**config.mk**
```make
export PLATFORM = sky130hd
export DESIGN_NAME = subservient_uart_loader
export DESIGN_NICKNAME = d
export VERILOG_FILES = /design/src/rtl/subservient_uart_loader.sv
export SDC_FILE = /design/constraint.sdc
export NUM_CORES = 1
export LEC_CHECK = 0
export ABC_AREA = 1
export CORE_ASPECT_RATIO = 0.8
export CORE_UTILIZATION = 45
export DETAILED_ROUTE_END_ITERATION = 10
export MAX_ROUTING_LAYER = met4
export PLACE_DENSITY = 0.65
export SYNTH_ARGS = -nofsm -noshare
export SYNTH_HDL_FRONTEND = slang
export SYNTH_SLANG_ARGS = --single-unit
```
**constraint.sdc**
```tcl
create_clock -name i_clk -period 7.2 [get_ports i_clk]
set_input_delay 1.44 -clock i_clk [delete_from_list [all_inputs] [get_ports i_clk]]
set_output_delay 1.44 -clock i_clk [all_outputs]
set_load 0.02 [all_outputs]
```
**src/rtl/subservient_uart_loader.sv**
```systemverilog
// -----------------------------------------------------------------------------
// subservient_uart_loader
//
// UART boot loader for subservient_core. It receives an 8N1 byte stream, builds
// little-endian 32-bit words from it and writes each word through the core's
// debug Wishbone port. The core is held in debug mode until the whole image has
// been written.
//
// Frame: LEN_LO, LEN_HI (16-bit word count N), then 4*N data bytes with the
// least significant byte of each word first.
//
// Optional build macro: SUBSERVIENT_UART_LOADER_CHECKSUM_EN
//   When defined, one extra byte follows the image. It must equal the XOR of
//   both length bytes and every data byte. A match releases the core. A
//   mismatch sets o_error and parks the loader in a terminal error state with
//   the core still held in debug mode.
//
// Ports:
//   i_clk          clock
//   i_rst          asynchronous active-high reset
//   i_uart_rx      serial input, idle high, asynchronous to i_clk
//   o_debug_mode   high while loading (to core i_debug_mode)
//   o_wb_dbg_adr   write byte address
//   o_wb_dbg_dat   write data
//   o_wb_dbg_sel   byte select, always 4'hf
//   o_wb_dbg_we    write enable, always 1
//   o_wb_dbg_stb   write request, held until i_wb_dbg_ack
//   i_wb_dbg_ack   write acknowledge
//   o_done         image loaded, core released
//   o_error        sticky error flag (framing, overrun, checksum)
// -----------------------------------------------------------------------------
module subservient_uart_loader #(
   parameter int          CLKS_PER_BIT = 139,
   parameter logic [31:0] BASE_ADDR    = 32'h0000_0000
) (
   input  logic        i_clk,
   input  logic        i_rst,
   input  logic        i_uart_rx,
   output logic        o_debug_mode,
   output logic [31:0] o_wb_dbg_adr,
   output logic [31:0] o_wb_dbg_dat,
   output logic [3:0]  o_wb_dbg_sel,
   output logic        o_wb_dbg_we,
   output logic        o_wb_dbg_stb,
   input  logic        i_wb_dbg_ack,
   output logic        o_done,
   output logic        o_error
);

   localparam int CW = $clog2(CLKS_PER_BIT);
   localparam logic [CW-1:0] FULL_CNT = CW'(CLKS_PER_BIT - 1);
   localparam logic [CW-1:0] HALF_CNT = CW'(CLKS_PER_BIT / 2 - 1);

   // ---------------------------------------------------------------- UART RX
   localparam logic [2:0] RX_IDLE  = 3'd0;
   localparam logic [2:0] RX_START = 3'd1;
   localparam logic [2:0] RX_DATA  = 3'd2;
   localparam logic [2:0] RX_STOP  = 3'd3;
   localparam logic [2:0] RX_WAIT  = 3'd4;  // after a framing error

   logic          rx_meta, rx_sync, rx_prev;
   logic [2:0]    rx_state;
   logic [CW-1:0] clk_cnt;
   logic [2:0]    bit_cnt;
   logic [7:0]    rx_shift;
   logic          rx_valid;
   logic          frame_err;

   always_ff @(posedge i_clk or posedge i_rst) begin
      if (i_rst) begin
         rx_meta   <= 1'b1;
         rx_sync   <= 1'b1;
         rx_prev   <= 1'b1;
         rx_state  <= RX_IDLE;
         clk_cnt   <= '0;
         bit_cnt   <= '0;
         rx_shift  <= '0;
         rx_valid  <= 1'b0;
         frame_err <= 1'b0;
      end else begin
         rx_meta   <= i_uart_rx;
         rx_sync   <= rx_meta;
         rx_prev   <= rx_sync;
         rx_valid  <= 1'b0;
         frame_err <= 1'b0;
         case (rx_state)
            RX_IDLE: begin
               clk_cnt <= '0;
               if (rx_prev && !rx_sync) rx_state <= RX_START;
            end
            RX_START: begin
               if (clk_cnt == HALF_CNT) begin
                  clk_cnt <= '0;
                  bit_cnt <= '0;
                  // Line back high at mid-start: treat as a glitch.
                  rx_state <= rx_sync ? RX_IDLE : RX_DATA;
               end else begin
                  clk_cnt <= clk_cnt + 1'b1;
               end
            end
            RX_DATA: begin
               if (clk_cnt == FULL_CNT) begin
                  clk_cnt  <= '0;
                  rx_shift <= {rx_sync, rx_shift[7:1]};
                  bit_cnt  <= bit_cnt + 1'b1;
                  if (bit_cnt == 3'd7) rx_state <= RX_STOP;
               end else begin
                  clk_cnt <= clk_cnt + 1'b1;
               end
            end
            RX_STOP: begin
               if (clk_cnt == FULL_CNT) begin
                  clk_cnt <= '0;
                  if (rx_sync) begin
                     rx_valid <= 1'b1;
                     rx_state <= RX_IDLE;
                  end else begin
                     frame_err <= 1'b1;
                     rx_state  <= RX_WAIT;
                  end
               end else begin
                  clk_cnt <= clk_cnt + 1'b1;
               end
            end
            default: begin
               if (rx_sync) rx_state <= RX_IDLE;
            end
         endcase
      end
   end

   // ------------------------------------------------------------- loader FSM
   localparam logic [2:0] LD_LEN_LO = 3'd0;
   localparam logic [2:0] LD_LEN_HI = 3'd1;
   localparam logic [2:0] LD_DATA   = 3'd2;
   localparam logic [2:0] LD_WRITE  = 3'd3;
   localparam logic [2:0] LD_DONE   = 3'd4;
   localparam logic [2:0] LD_CSUM   = 3'd5;
   localparam logic [2:0] LD_ERR    = 3'd6;

`ifdef SUBSERVIENT_UART_LOADER_CHECKSUM_EN
   localparam logic [2:0] LD_FINISH = LD_CSUM;
`else
   localparam logic [2:0] LD_FINISH = LD_DONE;
`endif

   logic [2:0]  ld_state;
   logic [15:0] len;
   logic [15:0] word_cnt;
   logic [1:0]  byte_idx;
   logic [23:0] word_asm;   // lower three bytes of the word being assembled
   logic [7:0]  csum;
   logic        word_done;
   logic        last_word;

   assign word_done = rx_valid && (byte_idx == 2'd3);
   assign last_word = (16'(word_cnt + 16'd1) == len);

   always_ff @(posedge i_clk or posedge i_rst) begin
      if (i_rst) begin
         ld_state     <= LD_LEN_LO;
         len          <= '0;
         word_cnt     <= '0;
         byte_idx     <= '0;
         word_asm     <= '0;
         csum         <= '0;
         o_wb_dbg_adr <= BASE_ADDR;
         o_wb_dbg_dat <= '0;
         o_wb_dbg_stb <= 1'b0;
         o_error      <= 1'b0;
      end else begin
         if (frame_err) o_error <= 1'b1;
         if (rx_valid && (ld_state <= LD_WRITE)) csum <= csum ^ rx_shift;
         case (ld_state)
            LD_LEN_LO: begin
               if (rx_valid) begin
                  len[7:0] <= rx_shift;
                  ld_state <= LD_LEN_HI;
               end
            end
            LD_LEN_HI: begin
               if (rx_valid) begin
                  len[15:8] <= rx_shift;
                  byte_idx  <= '0;
                  word_cnt  <= '0;
                  ld_state  <= ({rx_shift, len[7:0]} == 16'd0) ? LD_FINISH : LD_DATA;
               end
            end
            LD_DATA: begin
               if (rx_valid) begin
                  byte_idx <= byte_idx + 2'd1;
                  if (word_done) begin
                     o_wb_dbg_dat <= {rx_shift, word_asm};
                     o_wb_dbg_stb <= 1'b1;
                     ld_state     <= LD_WRITE;
                  end else begin
                     word_asm[8*byte_idx +: 8] <= rx_shift;
                  end
               end
            end
            LD_WRITE: begin
               // Keep assembling the next word while the write is pending.
               if (rx_valid) begin
                  byte_idx <= byte_idx + 2'd1;
                  if (!word_done) word_asm[8*byte_idx +: 8] <= rx_shift;
               end
               if (i_wb_dbg_ack) begin
                  o_wb_dbg_stb <= 1'b0;
                  o_wb_dbg_adr <= o_wb_dbg_adr + 32'd4;
                  word_cnt     <= word_cnt + 16'd1;
                  if (last_word) begin
                     ld_state <= LD_FINISH;
                  end else if (word_done) begin
                     // Next word completed on the ack cycle: launch it directly.
                     o_wb_dbg_dat <= {rx_shift, word_asm};
                     o_wb_dbg_stb <= 1'b1;
                  end else begin
                     ld_state <= LD_DATA;
                  end
               end else if (word_done) begin
                  // Overrun: previous write still pending, drop this word.
                  o_error <= 1'b1;
               end
            end
            LD_CSUM: begin
               if (rx_valid) begin
                  if (rx_shift == csum) begin
                     ld_state <= LD_DONE;
                  end else begin
                     o_error  <= 1'b1;
                     ld_state <= LD_ERR;
                  end
               end
            end
            default: ;  // LD_DONE / LD_ERR are terminal until reset
         endcase
      end
   end

   assign o_done       = (ld_state == LD_DONE);
   assign o_debug_mode = !o_done;
   assign o_wb_dbg_sel = 4'hf;
   assign o_wb_dbg_we  = 1'b1;

endmodule
```
## After elaboration in Yosys (flattened, before gate mapping)

Index checks and enable logic that the tools add are counted.

| storage, ports and cells | value |
|---|---|
| register bits | 162 |
| latch bits | 0 |
| bits in writable memories | 0 |
| memory bits (read-only) | 0 |
| input port bits | 4 |
| output and inout bits | 73 |
| word-level logic and storage cells | 144 |
| memories | 0 |

| cells by class | value |
|---|---|
| add/subtract/negate cells | 6 |
| $mul | 0 |
| divide/modulo/power cells | 0 |
| order comparisons | 1 |
| equal/unequal tests | 28 |
| shift-type cells | 2 |
| muxes and demuxes | 56 |
| bitwise gates (word level) | 2 |
| reductions and logical operators | 29 |

Operator list:

| operator | number |
|---|---|
| $mux W32 | 4 |
| $pmux W32 S2 | 1 |
| $mux W3 | 18 |
| $neg A5 Y34 | 1 |
| $shift A8 B34 Y24 const A | 1 |
| $shiftx A8 B34 Y24 | 1 |
| $add A32 B3 Y32 const B | 1 |
| $mux W16 | 2 |
| $pmux W16 S2 | 1 |
| $bwmux W24 | 1 |
| $ne A2 B2 Y1 const B | 12 |
| $pmux W8 S3 | 1 |
| $add A16 B1 Y16 const B | 1 |
| $eq A16 B16 Y1 | 1 |
| $logic_not A16 Y1 | 1 |
| $mux W1 | 16 |
| $mux W8 | 2 |
| $pmux W3 S5 | 1 |
| $eq A3 B2 Y1 const B | 4 |
| $pmux W3 S4 | 1 |
| $reduce_and A3 Y1 | 4 |
| $reduce_bool A5 Y1 | 2 |
| $eq A3 B3 Y1 const B | 3 |
| $add A8 B1 Y8 const B | 1 |
| 26 further kinds | 43 |

## Depth between registers and ports, before layout

Gate-level depths: netlist (run 1).

| logic depth | value |
|---|---|
| word-level depth | 6 |
| depth in mapped cells | 17 |
| depth with buffers taken out | 16 |

## Worst setup path after synthesis (run 1)

OpenSTA, ideal clock, no wires.

| timing | value |
|---|---|
| path type | input port to flip-flop |
| start | input i_wb_dbg_ack |
| end | register o_wb_dbg_adr[29] |
| setup time | 0.129 ns |
| arrival time | 2.532 ns |
| required time | 7.071 ns |
| setup slack | 4.539 ns |
| cell stages on the path | 10 |
| path buffers | 0 |
| cells stage by stage | nand2_4 inv_2 nand2_1 nor3_2 nand3_1 inv_1 nand2_1 nor2_1 nand4_1 xnor2_1 |

| on the way | value |
|---|---|
| longest elaborated chain between the ends | 1 |

RTL lines:

| item | RTL line | source |
|---|---|---|
| from (decl) | 45 | `input logic i_wb_dbg_ack,` |
| $reduce_and A2 Y1 (no line) | - |  |
| to (signal assigned) | 209 | `o_wb_dbg_adr <= o_wb_dbg_adr + 32'd4;` |
| to (decl) | 40 | `output logic [31:0] o_wb_dbg_adr,` |

Every way passes these cells.
A chain may end at the register's enable or synchronous reset.

## Final worst setup path (run 1)

| timing | value |
|---|---|
| start | input i_wb_dbg_ack |
| end | register o_wb_dbg_dat[18] |

| on the way | value |
|---|---|
| longest elaborated chain between the ends | 2 |

RTL lines:

| item | RTL line | source |
|---|---|---|
| $ne A2 B2 Y1 (no line) | - |  |
| $reduce_and A4 Y1 (no line) | - |  |
| to (signal assigned) | 193 | `o_wb_dbg_dat <= {rx_shift, word_asm};` |
| to (signal assigned) | 215 | `o_wb_dbg_dat <= {rx_shift, word_asm};` |
| to (decl) | 41 | `output logic [31:0] o_wb_dbg_dat,` |

Every way passes these cells.

==> results of run 1 <==
==> power by group <==
part | total (mW) | internal (mW) | switching (mW)
clock network | 0.955 | 0.595 | 0.361
registers | 0.929 | 0.916 | 0.0135
logic | 0.124 | 0.0331 | 0.0907
total | 2.01 | 1.54 | 0.465
==> final cells by class <==
cell class	instances	area share
timing repair buffer	71	0.0766
multi-input combinational	619	0.340
sequential	160	0.435
clock inverter	10	0.0175
clock buffer	20	0.0496
inverter	125	0.0515
tap	220	0.0299
==> final timing paths <==
check,to,slack (ns),cells after the start
max reg2reg,o_wb_dbg_dat[18],4.15,14
max in group asynchronous,o_wb_dbg_dat[25],4.28,3
min,rx_sync,0.36,0
min reg2reg,rx_sync,0.36,0
max,o_wb_dbg_dat[18],3.70,7
min in group asynchronous,o_wb_dbg_dat[1],1.57,2
==> layer usage <==
| metal | vias to the layer above | wire length (microns) |
|---|---|---|
| met3 | 10 | 792 |
| met5 | - | 0 |
| met1 | 2880 | 8950 |
| met4 | 0 | 172 |
| met2 | 167 | 7370 |
| li1 | 3126 | - |
==> sequential cells by signal (all words and copies together) (netlist names), 2 cells and up <==
signal,cells
o_wb_dbg_dat,32
o_wb_dbg_adr,30
word_asm,24
len,16
word_cnt,16
clk_cnt,8
csum,8
rx_shift,8
bit_cnt,3
ld_state,3
rx_state,3
byte_idx,2
==> metrics by stage <==
stage / setup slack (ns) / hold WS [ns]
floorplan: 1.45 / 0.345
global placement: 3.50 / 0.347
detailed placement: 3.36 / 0.351
CTS: 3.75 / 0.359
global route: 3.52 / 0.361
finish: 3.70 / 0.357
==> cells in the final DEF, fill, tap and decap left out, types with 2 or more instances in the layout <==
cell type and n:
nand2_1 217, dfrtp_1 157, inv_1 122, o21ai_0 81, nand3_1 73, clkdlybuf4s50_1 69
nor2_1 66, xor2_1 26, o21ai_1 25, nand4_1 21, clkbuf_16 17, nor3_1 14
xnor2_1 14, ha_1 12, a21oi_1 11, o22ai_1 10, nor4_1 9, conb_1 7
nand3b_1 5, bufinv_16 4, nor2_4 3, nor2_2 3, nand2_2 3, or2_2 3
a22o_1 3, clkinv_2 3, clkinv_4 3, dfstp_2 3, and3_1 2, clkbuf_8 2
buf_4 2
==> logic make-up (layout without fill, tap and decap cells) <==
kind of cell,after synthesis,after routing,synth area share
AOI/OAI and AO/OA,137,137,0.0939
xor gates and xnor gates,41,41,0.0480
adders and majority gates,12,12,0.0193
buffers and inverters,153,226,0.0830
DFF,160,160,0.516
other,2,7,0.000967
and+or+nand+nor,422,422,0.239
==> worst max-delay path, stage by stage <==
cell             delay, ns
clkdlybuf4s50_1       0.54
inv_1                 0.06
nand2_1               0.09
o21ai_0               0.12
nor4_1                0.39
nand2_2               0.72
o21ai_0               0.44
==> metrics.md, run 1 <==
| Metric | Value |
|---|---|
| Min-Delay Startpoint | rx_meta |
| Critical Path RT | 7.51 ns |
| Global-route wire length before repair | 28600 microns |
| Gate count after technology mapping | 927 |
| DR iter-0 viols | 496 |
| Site Rows | 42 |
| DIE AREA | 17800 sq um |
| Asr flop ratio synth | 1.00 |
| Fmax | 286 MHz |
| Root Driver | clkbuf_16 |
| Via count of the first global-routing pass | 5659 |
| Setup violators final | 0 |
| Port Buffers | 69 |
| Final Util | 0.552 |
| Synth-to-Final Area Change | 18.7% |
| Setup TNS | 0 ns |
| DR pass1 iterations | 5 |
| Synthesized area | 7770 sq um |
| Crit path capture type | flip-flop |
| Clock Skew | 0.0110 ns |
| Initial antenna violation count | 0 |
| Met1 Resource Use GR | 0.313 |
| Post-synth EDFFs | 0 |
| Dominant cell type by area after synthesis | dfrtp_1 |
| Final min period | 3.50 ns |
| Layout cell share with drive strength beyond 1 | 0.0507 |
| Post-route ant nets | 0 |
| Top post-synthesis cells by area | dfrtp_1, nand2_1, inv_1, o21ai_0, nand3_1 |
| DR DRC count | 0 |
| Ys Warns | 0 |
| RSZ-0062 raised after global routing | no |
| Cts hold-fix bufs | 0 |
| CP Launch Type | primary input |
| Routed wire length | 17300 microns |
| Initial Utilization | 0.465 |
| Met3 Use GR | 0.0445 |
| #FFs+latches synth | 160 |
| Worst Tran Pin Value | 1.08 ns |
| Crit path kind | in -> reg |
| Largest net degree at the start of global routing | 99 |
| RR Startpoint | word_cnt[1] |
| Clk sinks | 160 |
| Share of the synthesized area in the top cell type | 0.506 |
| Synth top cells by count | nand2_1, dfrtp_1, inv_1 |
| Post-CTS sizing | 0 |
| CTS clk-pin slew, worst paths | 0.06 ns |
| Post-synth cell types | 42 |
| P per Cell Area | 218 nW/um^2 |
| Seq/Total Area, Yosys | 0.516 |
| Total setup buffers inserted after CTS | 0 |
| Fin cells | 1225 |
| Total power | 2.01 mW |
| Worst Setup SP | i_wb_dbg_ack |
| All-layer global routing usage | 0.213 |
| TritonCTS clock tree | yes |
| Most numerous cell in the Yosys netlist | nand2_1 |
| I/O pin count | 77 |
| Core ar. | 16700 sq um |
| Clk_lat worst skew | 0.42 ns |
| H-Tree Depth | 4 |
| Peak VDD IR | 157 uV |
| Final nets | 1010 |
| Post-synth top flop | dfrtp_1 |
| Cell Area, Placed | 8600 sq um |
| Register Area | 4010 sq um |
| Antenna Cells | 0 |
| Mean post-synth cell area | 8.38 sq um |
| GR peak layer | met1 |
| Via density | 5.05 |
| Leakage Power | 4.29 nW |
| Max-Slew Margin vs Limit | 0.275 |
| Max-slew violation count | 0 |
| Detailed-route via count | 6183 |
| Gpl congestion | 0.883 |
| Outcome | complete, no violations |
| Arr. time, crit path | 3.81 ns |
| Highest fanout seen on the critical path | 65 |
| Grt ovf | 0 |
| Clock Path Buffers | 2 |
| Number of CTS-inserted buffers | 17 |
| Met2 global-route usage | 0.299 |
| Die W | 149 microns |
| HPWL Detailed | 11900 microns |
| Final hold viol count | 0 |
| Die Ht | 120 microns |
| Final Cycle Share | 0.486 |
| Placed cells | 1195 |
| Fill cells | 1528 |
| Routed WL per cell | 14.1 microns |
| Design Area, Final | 9220 sq um |
| Footprint of the multi-input gates | 3140 sq um |
| Hold/Removal Path Class | reg -> reg |
| Max cap viols | 0 |
Note: power is estimated with default switching activity, not from simulation.
==> run 2: changes to the inputs <==
Clock period 7.2 ns to 3.3 ns, I/O delays scaled along.
==> metrics.md, run 2 (synthesized netlist as in run 1, its figures left out) <==
| Metric | Value |
|---|---|
| Commonest cells after routing, fill and taps aside | nand2_1, dfrtp_1, inv_1, o21ai_0, nand3_1 |
| Max-slew violation count | 0 (unchanged) |
| Final Cycle Share | 0.774 |
| Number of CTS-inserted buffers | 17 (unchanged) |
| Largest net degree at the start of global routing | 161 (+63%) |
| Clk sinks | 160 (unchanged) |
| Clk_lat worst skew | 0.43 ns (about the same) |
| Synth-to-Final Area Change | 19.2% |
| Max incr delay on CP | 0.59 ns (-0.13 ns) |
| Leakage Power | 4.29 nW (about the same) |
| Total setup buffers inserted after CTS | 0 (unchanged) |
| Gpl congestion | 0.865 (-2.1%) |
| Initial Utilization | 0.465 (unchanged) |
| Highest fanout seen on the critical path | 5 (-92%) |
| Crit path capture type | output port |
| Min-Delay Startpoint | rx_meta |
| RR Startpoint | word_cnt[1] |
| Arr. time, crit path | 1.89 ns (-1.92 ns) |
| Top Registers | o_wb_dbg_dat: 32 flops, o_wb_dbg_adr: 30 flops, word_asm: 24 flops |
| Die Ht | 120 microns (unchanged) |
| GR peak layer | met1 |
| Die W | 149 microns (unchanged) |
| Met2 global-route usage | 0.300 (+0.000876) |
| Met3 Use GR | 0.0513 (+0.00684) |
| Max cap viols | 0 (unchanged) |
| Detailed-route via count | 6246 (+1.0%) |
| Crit path kind | reg -> out |
| Final Util | 0.554 (+0.00255) |
| Root Driver | clkbuf_16 |
| Setup TNS | 0 ns (unchanged) |
| R2R setup slack | 0.87 ns (-3.28 ns) |
| Hold/Removal Path Class | reg -> reg |
| Worst path slowest cell | clkdlybuf4s50_1 |
| Hold Path Sink | rx_sync |
| Peak VDD IR | 520 uV (+230%) |
| CTS clk-pin slew, worst paths | 0.06 ns (about the same) |
| Grt ovf | 0 (unchanged) |
| Fmax | 392 MHz |
| Site Rows | 42 (unchanged) |
| Critical Path RT | 2.64 ns (-4.87 ns) |
| DR DRC count | 0 (unchanged) |
| CP Launch Type | flip-flop |
| Hold path depth | 0 (unchanged) |
| Biggest register | o_wb_dbg_dat |
| Final hold viol count | 0 (unchanged) |
| Cts hold-fix bufs | 0 (unchanged) |
| Core ar. | 16700 sq um (unchanged) |
| TritonCTS clock tree | yes |
| Port Buffers | 69 (unchanged) |
| Clock Skew | 0.0110 ns (-0.0000388 ns) |
| Routed WL per cell | 13.9 microns (-1.2%) |
| Routed wire length | 17200 microns (-0.72%) |
| Post-route ant nets | 0 (unchanged) |
| All-layer global routing usage | 0.214 (+0.000647) |
| Final min period | 2.55 ns |
| Flip-flop count of the largest register after layout | 32 (unchanged) |
| CP Cell Sequence | nor2_1 > nand2_1 > inv_1 > clkdlybuf4s50_1 |
| H-Tree Depth | 4 (unchanged) |
| Worst hold slack | 0.356 ns (-0.00158 ns) |
| Post-CTS sizing | 0 (unchanged) |
| I/O pin count | 77 (unchanged) |
| Setup violators final | 0 (unchanged) |
| Cells on worst reg2reg path | 15 (+1) |
| Met1 Resource Use GR | 0.312 (-0.00156) |
| Layout cell share with drive strength beyond 1 | 0.0564 (+0.00563) |
| Global-route wire length before repair | 28800 microns (+0.67%) |
| DR iter-0 viols | 546 (+10%) |
| Most common cell after layout, fill and taps aside | nand2_1 |
| DIE AREA | 17800 sq um (unchanged) |
| DR pass1 iterations | 6 (+1) |
| Antenna Cells | 0 (unchanged) |
| Final nets | 1014 (+0.40%) |
| Clock Path Buffers | 2 (unchanged) |
| P per Cell Area | 465 nW/um^2 (+110%) |
| Worst Tran Pin Value | 0.948 ns (-0.136 ns) |
| RSZ-0062 raised after global routing | no |
| Via count of the first global-routing pass | 5752 (+1.6%) |
| R2R Path End | o_wb_dbg_stb |
| Max-Slew Margin vs Limit | 0.368 (+0.0930) |
| Fill cells | 1557 (+1.9%) |
| HPWL Detailed | 11800 microns (-1.0%) |
| Via density | 5.07 (+0.53%) |
| Initial antenna violation count | 0 (unchanged) |
| Outcome | complete, no violations |
run 2: cell count changes in the layout (fill, tap and decap cells not counted), sizes merged:
| cell | change |
|---|---|
| clkinvlp | +6 |
| clkinv | -1 |
| clkbuf | -1 |
| inv | -1 |
| buf | +4 |
| bufinv | -1 |
run 2: how the worst max path moves through the flow:
stage / end / slack [ns] / cells after the start / from
after floorplan: bit_cnt[0] / 0.61 / 1 / i_rst
after global placement: o_wb_dbg_adr[29] / 0.58 / 11 / i_wb_dbg_ack
after detailed placement: o_wb_dbg_adr[29] / 0.52 / 11 / i_wb_dbg_ack
after CTS: o_done / 0.74 / 4 / ld_state[1]
after global routing: o_wb_dbg_stb / 0.57 / 15 / word_cnt[1]
final: o_done / 0.75 / 4 / ld_state[1]
run 2: cell type report:
class | count | area (sq um) | share of cell area
Tap cell | 220 | 275 | 0.0297
Multi-Input combinational cell | 619 | 3140 | 0.339
Clock buffer | 19 | 443 | 0.0478
Sequential cell | 160 | 4010 | 0.433
Clock inverter | 13 | 164 | 0.0177
Inverter | 125 | 473 | 0.0511
Timing Repair Buffer | 75 | 761 | 0.0822
run 2: worst max-delay path: cells and delay by family, from the launching register on:
| kind | cells | cell delay, ns |
|---|---|---|
| flops | 1 | 0.41 |
| simple gates | 2 | 0.38 |
| buf+inv | 2 | 0.67 |
run 2: power breakdown:
part | switching [mW] | internal, mW | total [mW]
combinational | 0.193 | 0.0726 | 0.266
clock | 0.806 | 1.21 | 2.02
sequential | 0.0297 | 2.00 | 2.03
run 2: layer usage:
metal / part of all wire / vias to the layer above
met5: 0 / -
li1: - / 3144
met1: 0.52 / 2940
met4: 0.0093 / 0
met3: 0.050 / 16
met2: 0.42 / 146
run 2: metrics by stage:
stage / worst slack [ns] / std cells / power, mW / cell area [sq um]
detailed placement: 0.522 / 1199 / 2.33 / 8650
CTS: 0.743 / 1231 / 4.36 / 9260
floorplan: 0.614 / 932 / 2.27 / 7790
global route: 0.575 / 1231 / 4.50 / 9260
finish: 0.747 / 1231 / 4.31 / 9260
global placement: 0.580 / 1199 / 2.33 / 8650
==> run 3: changes to the inputs <==
Settings changed: PLACE_DENSITY 0.65 to 0.68.
Clock period 3.3 ns to 2.13 ns, I/O delays scaled along.
==> metrics.md, run 3 (synthesized netlist as in run 1, its figures left out) <==
| Metric | Value |
|---|---|
| Outcome | finished with violations |
| Failing checks | setup timing |
| TritonCTS clock tree | yes |
| Flip-flop count of the largest register after layout | 32 (unchanged) |
| CTS clk-pin slew, worst paths | 0.06 ns (about the same) |
| Via count of the first global-routing pass | 6060 (+5.4%) |
| Max-slew violation count | 0 (unchanged) |
| Most common cell after layout, fill and taps aside | nand2_1 |
| Fmax | 439 MHz |
| DR iter-0 viols | 478 (-12%) |
| Crit path kind | reg -> reg |
| Critical Path RT | 2.48 ns (-0.16 ns) |
| Final Cycle Share | 1.07 |
| Top Registers | o_wb_dbg_dat: 32 flops, o_wb_dbg_adr: 30 flops, word_asm: 24 flops |
| Clk sinks | 160 (unchanged) |
| RR Startpoint | word_cnt[1] |
| Post-route ant nets | 0 (unchanged) |
| Root Driver | clkbuf_16 |
| Final min period | 2.28 ns |
| H-Tree Depth | 4 (unchanged) |
| Cells on worst reg2reg path | 17 (+2) |
| Die W | 149 microns (unchanged) |
| R2R Path End | o_wb_dbg_dat[18] |
| Antenna Cells | 0 (unchanged) |
| RSZ-0062 raised after global routing | yes |
| Gpl congestion | 0.891 (+3.0%) |
| Total power | 6.77 mW (+57%) |
| Arr. time, crit path | 2.63 ns (+0.74 ns) |
| Synth-to-Final Area Change | 30.8% |
| Initial Utilization | 0.465 (unchanged) |
| P per Cell Area | 667 nW/um^2 (+43%) |
| Setup TNS | -3.73 ns (-3.73 ns) |
| Max cap viols | 0 (unchanged) |
| Fill cells | 1430 (-8.2%) |
| HPWL Detailed | 12600 microns (+6.5%) |
| DR pass1 iterations | 5 (-1) |
| Layout cell share with drive strength beyond 1 | 0.164 (+0.107) |
| I/O pin count | 77 (unchanged) |
| DR DRC count | 0 (unchanged) |
| Design Area, Final | 10200 sq um (+9.7%) |
| All-layer global routing usage | 0.226 (+0.0125) |
| DIE AREA | 17800 sq um (unchanged) |
| Clk_lat worst skew | 0.43 ns (about the same) |
| Commonest cells after routing, fill and taps aside | nand2_1, dfrtp_1, inv_1, o21ai_0, nand3_1 |
| Crit path capture type | flip-flop |
| Cell Area, Placed | 9020 sq um (+4.3%) |
| Final hold viol count | 0 (unchanged) |
| Via density | 5.11 (+0.64%) |
| Initial antenna violation count | 0 (unchanged) |
| Routed WL per cell | 14.5 microns (+3.9%) |
| Clock Path Buffers | 2 (unchanged) |
| Setup violators final | 36 (+36) |
| Final nets | 1079 (+6.4%) |
| Core ar. | 16700 sq um (unchanged) |
| Highest fanout seen on the critical path | 6 (+1) |
| Port Buffers | 69 (unchanged) |
| Final WS setup | -0.146 ns (-0.893 ns) |
| Hold/Removal Path Class | in -> async |
| Pre-CTS setup slack | -0.187 ns (-0.708 ns) |
| Die Ht | 120 microns (unchanged) |
| Clock Skew | 0.0111 ns (+0.000188 ns) |
| Detailed-route via count | 6618 (+6.0%) |
| Number of CTS-inserted buffers | 17 (unchanged) |
| Final Util | 0.608 (+0.0538) |
| Site Rows | 42 (unchanged) |
| Largest net degree at the start of global routing | 67 (-58%) |
| Peak VDD IR | 692 uV (+33%) |
| Grt ovf | 0 (unchanged) |
| R2R setup slack | -0.15 ns (-1.02 ns) |
| CP Launch Type | flip-flop |
| Global-route wire length before repair | 30500 microns (+5.7%) |
| Routed wire length | 18800 microns (+9.4%) |
| Biggest register | o_wb_dbg_dat |
| Leakage Power | 4.75 nW (+11%) |
==> run 3: cell count changes in the layout (fill, tap and decap cells not counted), moves of 5 or more <==
cell	delta
o21ai_1	-6
nor2_2	+7
o21ai_2	+16
o21ai_0	-10
buf_12	+5
nand2_2	+13
buf_4	+52
nand2_1	-18
nor2_1	-10
==> run 3: timing repair <==
| item | 4_1_cts | 5_1_grt |
|---|---|---|
| endpoints found under the setup margin | 38 | 37 |
| gates resized for setup | 29 | 55 |
| cloned | 2 | 5 |
| setup buffers | 5 | 8 |
| pin swaps | 7 | 22 |
| hold buffers | 0 | 0 |
==> run 3: worst max path at each step <==
stage | start | endpoint | slack (ns) | cells past startpoint
after floorplan | i_rst | bit_cnt[0] | -0.32 | 1
after global placement | i_wb_dbg_ack | o_wb_dbg_adr[30] | -0.13 | 9
after detailed placement | word_cnt[0] | o_wb_dbg_dat[27] | -0.19 | 15
after CTS | word_cnt[1] | o_wb_dbg_dat[25] | -0.17 | 14
after global routing | word_cnt[1] | o_wb_dbg_dat[28] | -0.26 | 16
final | word_cnt[1] | o_wb_dbg_dat[18] | -0.15 | 17
==> run 3: metrics by stage <==
| stage | cells | hold WS (ns) |
|---|---|---|
| 4_1_cts | 1284 | 0.301 |
| 3_5_place_dp | 1245 | 0.349 |
| 3_3_place_gp | 1245 | 0.347 |
| 5_1_grt | 1296 | 0.323 |
| 2_1_floorplan | 932 | 0.345 |
| 6_report | 1296 | 0.303 |
==> run 3: power by group <==
part	internal, mW	switching [mW]	total [mW]	leakage [nW]
combinational	0.119	0.301	0.420	2.27
clock	1.95	1.26	3.21	0.296
sequential	3.09	0.0479	3.14	2.18
==> run 3: cell type report <==
cell class,instances,area [sq um],share of cell area
clock buffer,21,470,0.0463
timing repair buffer,139,1390,0.136
inverter,125,473,0.0466
tap,220,275,0.0271
clock inverter,11,153,0.0150
multi-input combinational,620,3390,0.334
sequential,160,4010,0.395
==> run 3: metal layers <==
metal  up-vias  routed length, microns  GRT usage  share of wire
met2       158                    8590      0.330           0.46
met3        17                     865     0.0403          0.046
li1       3269                       -          -              -
met1      3174                    9100      0.326           0.49
met5         -                       0          -              0
met4         0                     206     0.0612          0.011
==> run 3: worst max-delay path, stage by stage, from the launching register on <==
cell and delay (ns):
dfrtp_1 0.40, ha_4 0.17, nand2_2 0.07, nor2_4 0.17, buf_6 0.12, buf_4 0.09
nand3_1 0.07, nand2_1 0.10, nand3_1 0.08, nand2_1 0.09, nand2_2 0.08, nor2_4 0.15
nand3_4 0.12, nand2_8 0.13, buf_12 0.12, clkbuf_16 0.14, nand2_1 0.04, o21ai_1 0.06
